==> config.mk <==
export PLATFORM = sky130hd
export DESIGN_NAME = gfx_sp_writeback
export DESIGN_NICKNAME = d
export VERILOG_FILES = /design/src/rtl/gfx_defs_pkg.sv /design/src/rtl/gfx_rr_arbiter.sv /design/src/rtl/gfx_sp_writeback.sv
export SDC_FILE = /design/constraint.sdc
export NUM_CORES = 1
export LEC_CHECK = 0
export CAP_MARGIN = 20
export CORE_MARGIN = 1
export CORE_UTILIZATION = 35
export CTS_CLUSTER_DIAMETER = 100
export DETAILED_ROUTE_END_ITERATION = 7
export PLACE_DENSITY_LB_ADDON = 0.25
export SYNTH_ARGS = -nofsm -noshare
export SYNTH_HDL_FRONTEND = slang
export SYNTH_SLANG_ARGS = --single-unit
==> constraint.sdc <==
create_clock -name clk -period 3.57 [get_ports clk]
set_input_delay 0.714 -clock clk [delete_from_list [all_inputs] [get_ports clk]]
set_output_delay 0.714 -clock clk [all_outputs]
set_load 0.02 [all_outputs]
==> src/rtl/gfx_defs_pkg.sv <==
// gfx_defs: shared shader-processor types and top-level instance parameters.
package gfx_defs;
  localparam int VREG_W = 6;
  localparam int DATA_W = 32;
  localparam int GFX_SP_WB_SOURCES = 2;
  typedef logic [VREG_W-1:0] vreg_num;
  typedef struct packed {
    vreg_num dst;
    logic [DATA_W-1:0] data;
  } wb_op;
endpackage

==> src/rtl/gfx_rr_arbiter.sv <==
// gfx_rr_arbiter: combinational round-robin pick starting just after the last winner.
module gfx_rr_arbiter #(
  parameter int N = 2,
  localparam int LW = (N > 1) ? $clog2(N) : 1
) (
  input  logic [N-1:0]  req,
  input  logic [LW-1:0] last,
  input  logic          enable,
  output logic [LW-1:0] grant,
  output logic          grant_valid
);
  logic [LW-1:0] idx;
  logic          found;
  always_comb begin
    grant = '0;
    found = 1'b0;
    idx = '0;
    for (int k = 1; k <= N; k++) begin
      idx = LW'((int'(last) + k) % N);
      if (!found && req[idx]) begin
        grant = idx;
        found = 1'b1;
      end
    end
    grant_valid = enable && found;
  end
endmodule

==> src/rtl/gfx_sp_writeback.sv <==
// gfx_sp_writeback: round-robin merge of writeback producers into one registered
// register-file write port that can be stalled.
import gfx_defs::*;
module gfx_sp_writeback #(
  parameter int SOURCES = GFX_SP_WB_SOURCES,
  localparam int SW = (SOURCES > 1) ? $clog2(SOURCES) : 1
) (
  input  logic                 clk,
  input  logic                 rst_n,
  input  wb_op [SOURCES-1:0]   in_wb,
  input  logic [SOURCES-1:0]   in_valid,
  output logic [SOURCES-1:0]   in_ready,
  input  logic                 wr_stall,
  output logic                 wr_en,
  output vreg_num              wr_reg,
  output logic [DATA_W-1:0]    wr_data,
  output logic [SW-1:0]        wr_src
);
  logic          out_valid_q, out_valid_d;
  wb_op          out_op_q, out_op_d;
  logic [SW-1:0] out_src_q, out_src_d;
  logic [SW-1:0] last_q, last_d;
  logic [SW-1:0] grant;
  logic          load, accept;
  // Refill is allowed in the same cycle the held op drains.
  assign load = !out_valid_q || !wr_stall;
  gfx_rr_arbiter #(.N(SOURCES)) u_arb (
    .req        (in_valid),
    .last       (last_q),
    .enable     (load),
    .grant      (grant),
    .grant_valid(accept)
  );
  always_comb begin
    in_ready    = SOURCES'(accept) << grant;
    out_valid_d = accept ? 1'b1 : (wr_stall && out_valid_q);
    out_op_d    = accept ? in_wb[grant] : out_op_q;
    out_src_d   = accept ? grant : out_src_q;
    last_d      = accept ? grant : last_q;
  end
  always_ff @(posedge clk or negedge rst_n) begin
    if (!rst_n) begin
      out_valid_q <= 1'b0;
      last_q      <= SW'(SOURCES - 1);
    end else begin
      out_valid_q <= out_valid_d;
      last_q      <= last_d;
    end
  end
  always_ff @(posedge clk) begin
    out_op_q  <= out_op_d;
    out_src_q <= out_src_d;
  end
  assign wr_en   = out_valid_q && !wr_stall;
  assign wr_reg  = out_op_q.dst;
  assign wr_data = out_op_q.data;
  assign wr_src  = out_src_q;
endmodule

==> results.cfg, run 1 <==
[clock_network]
cts-resized-gates = 0
clk_pin_slew_worst_paths_ns = 0.07
clock_latency_ns = 0.28
post_cts_buffers = 0
htreeDepth = 2
cts_tree = yes
cts_hold_buf = 0
cts_buffer_depth = 2
numClockSinks = 41
clock-root-buffer = clkbuf_8
cts_buffers = 5

[yosys]
synth_top_cells_by_area = edfxtp_1, mux2_2, mux2_4
mappedNetlistArea_um2 = 1810
yosysSeqAreaShare_pct = 67.6
syn_inst = 95
syn_area_per_cell_um2 = 19.0
synth_top_area_share_pct = 64.8
synth_seq_cells = 41
yosysTopAreaCell = edfxtp_1
ys_warn_count = 0
syn_nets = 176
ys_types = 17

[worst_setup_path]
reg2reg_from = last_q
required_ns = 2.86
critPathSlowestCell = clkdlybuf4s50_1
critPathKind = primary input to output port
cp.arrival_ns = 2.44
worstSetupStartpoint = in_valid[0]
endpoint = in_ready[0]
max_stage_delay_ns = 0.62
worst-path-stages = 4
crit_chain = clkdlybuf4s50_1 > a21boi_0 > a21boi_0 > clkdlybuf4s50_1
ff2ff_setup_slack_ns = 1.71
crit_fanout = 4
critPathBufInv = 2
critical_path.endpoint_type = output port
cpLargestDelayFamily = buffers and inverters
r2r_cells = 3
r2r-end = wr_data[9]
setup.worst_path.start_class = primary input

[final_layout]
layout.nets = 303
largest_register_ffs = 32
layout_common_cells = clkdlybuf4s50_1, edfxtp_1, mux2_2
design_area_um2 = 3190
final_common_cell = clkdlybuf4s50_1
fillerInstances = 365
n_antenna_cell = 0
areaGrowthSynthToFinish_pct = 76.6
layout-drive-gt1-share_pct = 22.0

[timing]
skew_ns = 0.00422
fin_tns_setup_ns = 0
rsz0062_at_grt = no
slew_headroom_pct = 52.5
fmax_ghz = 0.317
finalHoldViolCount = 0
finalCriticalPeriod_ns = 3.16
setup_violations = 0
finalMaxSlewViolations = 0
period_share_pct = 88.5
worstMarginPinSlew_ns = 0.710

[route]
ant_nets = 0
drtIter0Drc = 51
post_drt_wl_per_cell_um = 14.7
drc_errors = 0
drt_wl_total_mm = 4.26
routed-via-count = 1294
first_pass_iters = 3
viasPerCell = 4.46

[pwr]
seqPwrFrac_pct = 49.8
power_switching_mw = 0.280
internal_power_mw = 0.915
pwr-share-clk_pct = 23.7
power_mw = 1.19
sw_frac_of_total_pct = 23.4
powerDensity_nw_per_um2 = 374
ir_drop_v = 0.000234
p_leak_nw = 1.15
power_frac_comb_pct = 26.5

[grt]
grt_pass1_vias = 1266
gr-total-overflow = 0
antenna_found_initial = 0
grt_pass1_wl_mm = 6.22
grt_max_degree = 40
track_usage_pct = 16.1

[job]
max_cap_viol_count = 0

[die]
pin_count = 123
die_x_um = 73.9
dieArea_um2 = 5460
fp.dieH_um = 73.9
num_rows = 25
core_area_um2 = 4850
floorplan.initialDensity_pct = 37.3

[hold_path]
min_from = last_q
worstHoldPathType = flop to flop

[placed_design]
place_area_um2 = 3110
globalplace.congestion = 0.648
hpwl_mm = 3.32
portBuffers = 122

[status]
status = complete, no violations
-- power groups by stage --
stage          Combinational (mW)  Clock [mW]  Sequential (mW)
3_3_place_gp                0.312           0            0.604
4_1_cts                     0.322       0.296            0.595
6_report                    0.316       0.283            0.595
3_5_place_dp                0.321           0            0.606
5_1_grt                     0.336       0.310            0.599
2_1_floorplan              0.0931           0            0.655
-- worst reg2reg max path, stage by stage, from the launching register on --
cell and delay [ns]:
dfstp_2 0.40, a21boi_4 0.58, buf_12 0.26, mux2_2 0.36
-- logic make-up after synthesis --
group | count (synthesis) | synth area share, %
buffers and inverters | 5 | 2.77
flip-flops | 41 | 67.6
multiplexers | 39 | 26.1
AND/OR/NAND/NOR | 4 | 0.969
AO/OA/AOI/OAI | 6 | 2.56
-- per-stage QoR --
step | std cells | utilization, % | hold slack, ns | setup slack (ns)
finish | 290 | 65.9 | 0.535 | 0.411
global route | 290 | 65.9 | 0.547 | 0.309
CTS | 290 | 65.9 | 0.538 | 0.397
detailed placement | 282 | 64.2 | 0.528 | 0.403
global placement | 282 | 64.2 | 0.519 | 0.486
floorplan | 95 | - | 0.418 | 0.446
-- cell usage after synthesis --
master and n:
edfxtp_1 39, dfrtp_1 1, a21boi_0 2, a21oi_1 2, inv_1 1, a21boi_2 1
nor2b_1 1, mux2_4 9, a21bo_2 1, buf_6 1, mux2_2 29, buf_4 2
mux2i_1 1, dfstp_2 1, nor2_1 1, nand2_1 2, buf_12 1
-- how the worst min path moves through the flow --
stage	depth (start not counted)	slack (ns)	endpoint
2_1_floorplan	0	0.42	out_valid_q
3_3_place_gp	1	0.52	last_q
3_5_place_dp	1	0.53	last_q
4_1_cts	1	0.54	last_q
5_1_grt	1	0.55	last_q
6_report	1	0.54	last_q
-- final cells by class --
type	count	area [um2]	area share (%)
repair buffers	124	1250	39.1
flip-flops and latches	41	1220	38.3
multi-input cells	49	554	17.4
well taps	67	83.8	2.63
clock buffers	8	80.1	2.51
inverters	1	3.75	0.118
-- routing by layer --
layer | part of all wire, % | vias up | global-route usage [%]
met5 | 0 | - | 0
met2 | 48 | 91 | 27.7
met3 | 13 | 7 | 7.27
met4 | 2.0 | 0 | 8.55
met1 | 37 | 578 | 16.2
li1 | - | 618 | -
Note: power is estimated with default switching activity, not from simulation.
==> run 2, diff against run 1 <==
--- a/config.mk
+++ b/config.mk
@@ -11,6 +11,7 @@
 export CTS_CLUSTER_DIAMETER = 100
 export DETAILED_ROUTE_END_ITERATION = 7
 export PLACE_DENSITY_LB_ADDON = 0.25
+export SETUP_SLACK_MARGIN = 0.4
 export SYNTH_ARGS = -nofsm -noshare
 export SYNTH_HDL_FRONTEND = slang
 export SYNTH_SLANG_ARGS = --single-unit
==> run 2 against run 1 <==
Fmax up 2.6%. Utilization grew 0.077 points. Routed wire length increased by 0.73%. Highest routed layer unchanged. Clock power hardly changed. Critical path type unchanged. Cell area up 0.12%. Clock skew did not move. First-iteration DRC count increased by 2.0%. Sequential share of layout area barely moved. Non-clock buffer count stayed put. Total power hardly changed.
==> results.cfg, run 2 (synthesis results as in run 1) <==
[grt]
grt_max_degree = 40
antenna_found_initial = 0
grt_pass1_wl_mm = 6.23
gr-total-overflow = 0
grt_pass1_vias = 1267
track_usage_pct = 16.1

[pwr]
p_leak_nw = 1.15
power_mw = 1.20
sw_frac_of_total_pct = 23.4
internal_power_mw = 0.915
ir_drop_v = 0.000234
power_frac_comb_pct = 26.5
seqPwrFrac_pct = 49.8
pwr-share-clk_pct = 23.7
powerDensity_nw_per_um2 = 374
power_switching_mw = 0.280

[die]
num_rows = 25
dieArea_um2 = 5460
core_area_um2 = 4850
fp.dieH_um = 73.9
die_x_um = 73.9
floorplan.initialDensity_pct = 37.3
pin_count = 123

[placed_design]
dp.cells = 282
hpwl_mm = 3.32
globalplace.congestion = 0.648
portBuffers = 122
pre_cts_slack_ns = 0.403

[timing]
skew_ns = 0.00422
finalCriticalPeriod_ns = 3.08
slew_headroom_pct = 52.4
fin_tns_setup_ns = 0
finalMaxSlewViolations = 0
rsz0062_at_grt = no
finalHoldViolCount = 0
setup_violations = 0
setup_slack_ns = 0.491
fmax_ghz = 0.325
worstMarginPinSlew_ns = 0.712
period_share_pct = 86.2

[worst_setup_path]
max_stage_delay_ns = 0.62
reg2reg_from = last_q
r2r_cells = 3
crit_top_cell = clkdlybuf4s50_1
required_ns = 2.86
worstSetupStartpoint = in_valid[0]
critPathKind = primary input to output port
r2r-end = wr_data[9]
setup.worst_path.start_class = primary input
critPathSlowestCell = clkdlybuf4s50_1
crit_fanout = 4
ff2ff_setup_slack_ns = 1.71
endpoint = in_ready[0]
crit_chain = clkdlybuf4s50_1 > a21boi_2 > a21boi_0 > clkdlybuf4s50_1
critical_path.endpoint_type = output port
cp.arrival_ns = 2.36

[final_layout]
final_common_cell = clkdlybuf4s50_1
layout-drive-gt1-share_pct = 22.4
n_antenna_cell = 0
largest_register_ffs = 32
layout.nets = 303
stdcell_count = 290
layout_common_cells = clkdlybuf4s50_1, edfxtp_1, mux2_2
areaGrowthSynthToFinish_pct = 76.8

[route]
post_drt_wl_per_cell_um = 14.8
drt_wl_total_mm = 4.29
ant_nets = 0
drc_errors = 0
first_pass_iters = 3
viasPerCell = 4.46
drtIter0Drc = 52
routed-via-count = 1294

[clock_network]
numClockSinks = 41
clock_latency_ns = 0.28
cts_tree = yes
cts_buffers = 5
post_cts_buffers = 0
htreeDepth = 2
cts_buffer_depth = 2
clk_pin_slew_worst_paths_ns = 0.07
clock-root-buffer = clkbuf_8

[status]
status = complete, no violations

[job]
max_cap_viol_count = 0

[hold_path]
worstHoldPathType = flop to flop
holdPathStages = 1
## run 2: stage by stage
step / util, % / cell area (um2) / hold slack (ns)
detailed placement: 64.2 / 3110 / 0.528
finish: 65.9 / 3200 / 0.533
CTS: 65.9 / 3190 / 0.538
floorplan: - / 1810 / 0.418
global route: 65.9 / 3200 / 0.547
global placement: 64.2 / 3110 / 0.519
## run 2: power groups by stage
stage / clock [mW] / combinational, mW / sequential, mW
floorplan: 0 / 0.0931 / 0.655
global placement: 0 / 0.312 / 0.604
detailed placement: 0 / 0.321 / 0.606
CTS: 0.296 / 0.322 / 0.595
global route: 0.310 / 0.336 / 0.599
finish: 0.283 / 0.317 / 0.595
## run 2: worst min path at each step
stage,from,to,slack [ns]
after CTS,last_q,last_q,0.54
after detailed placement,last_q,last_q,0.53
after floorplan,rst_n,out_valid_q,0.42
final,last_q,last_q,0.53
after global routing,last_q,last_q,0.55
after global placement,last_q,last_q,0.52
## run 2: repair_timing
action,in CTS,in global routing
endpoints found under the setup margin,1,1
hold buffers,0,0
gates resized for setup,1,1
## run 2: layout make-up
type	count	area (um2)
Multi-Input combinational cell	49	558
Tap cell	67	83.8
Sequential cell	41	1220
Inverter	1	3.75
Timing Repair Buffer	124	1250
Fill cell	367	1650
Clock buffer	8	80.1
## run 2: critical path: cells and delay by family
| family | cells | cell delay, ns |
|---|---|---|
| AO/OA/AOI/OAI | 2 | 0.43 |
| buffers and inverters | 2 | 1.21 |
## run 2: per-layer routing
metal  wire [um]  GRT usage, %
met1        1590          16.3
met3         562          7.27
met5           0             0
met2        2040          27.7
met4          86          8.55
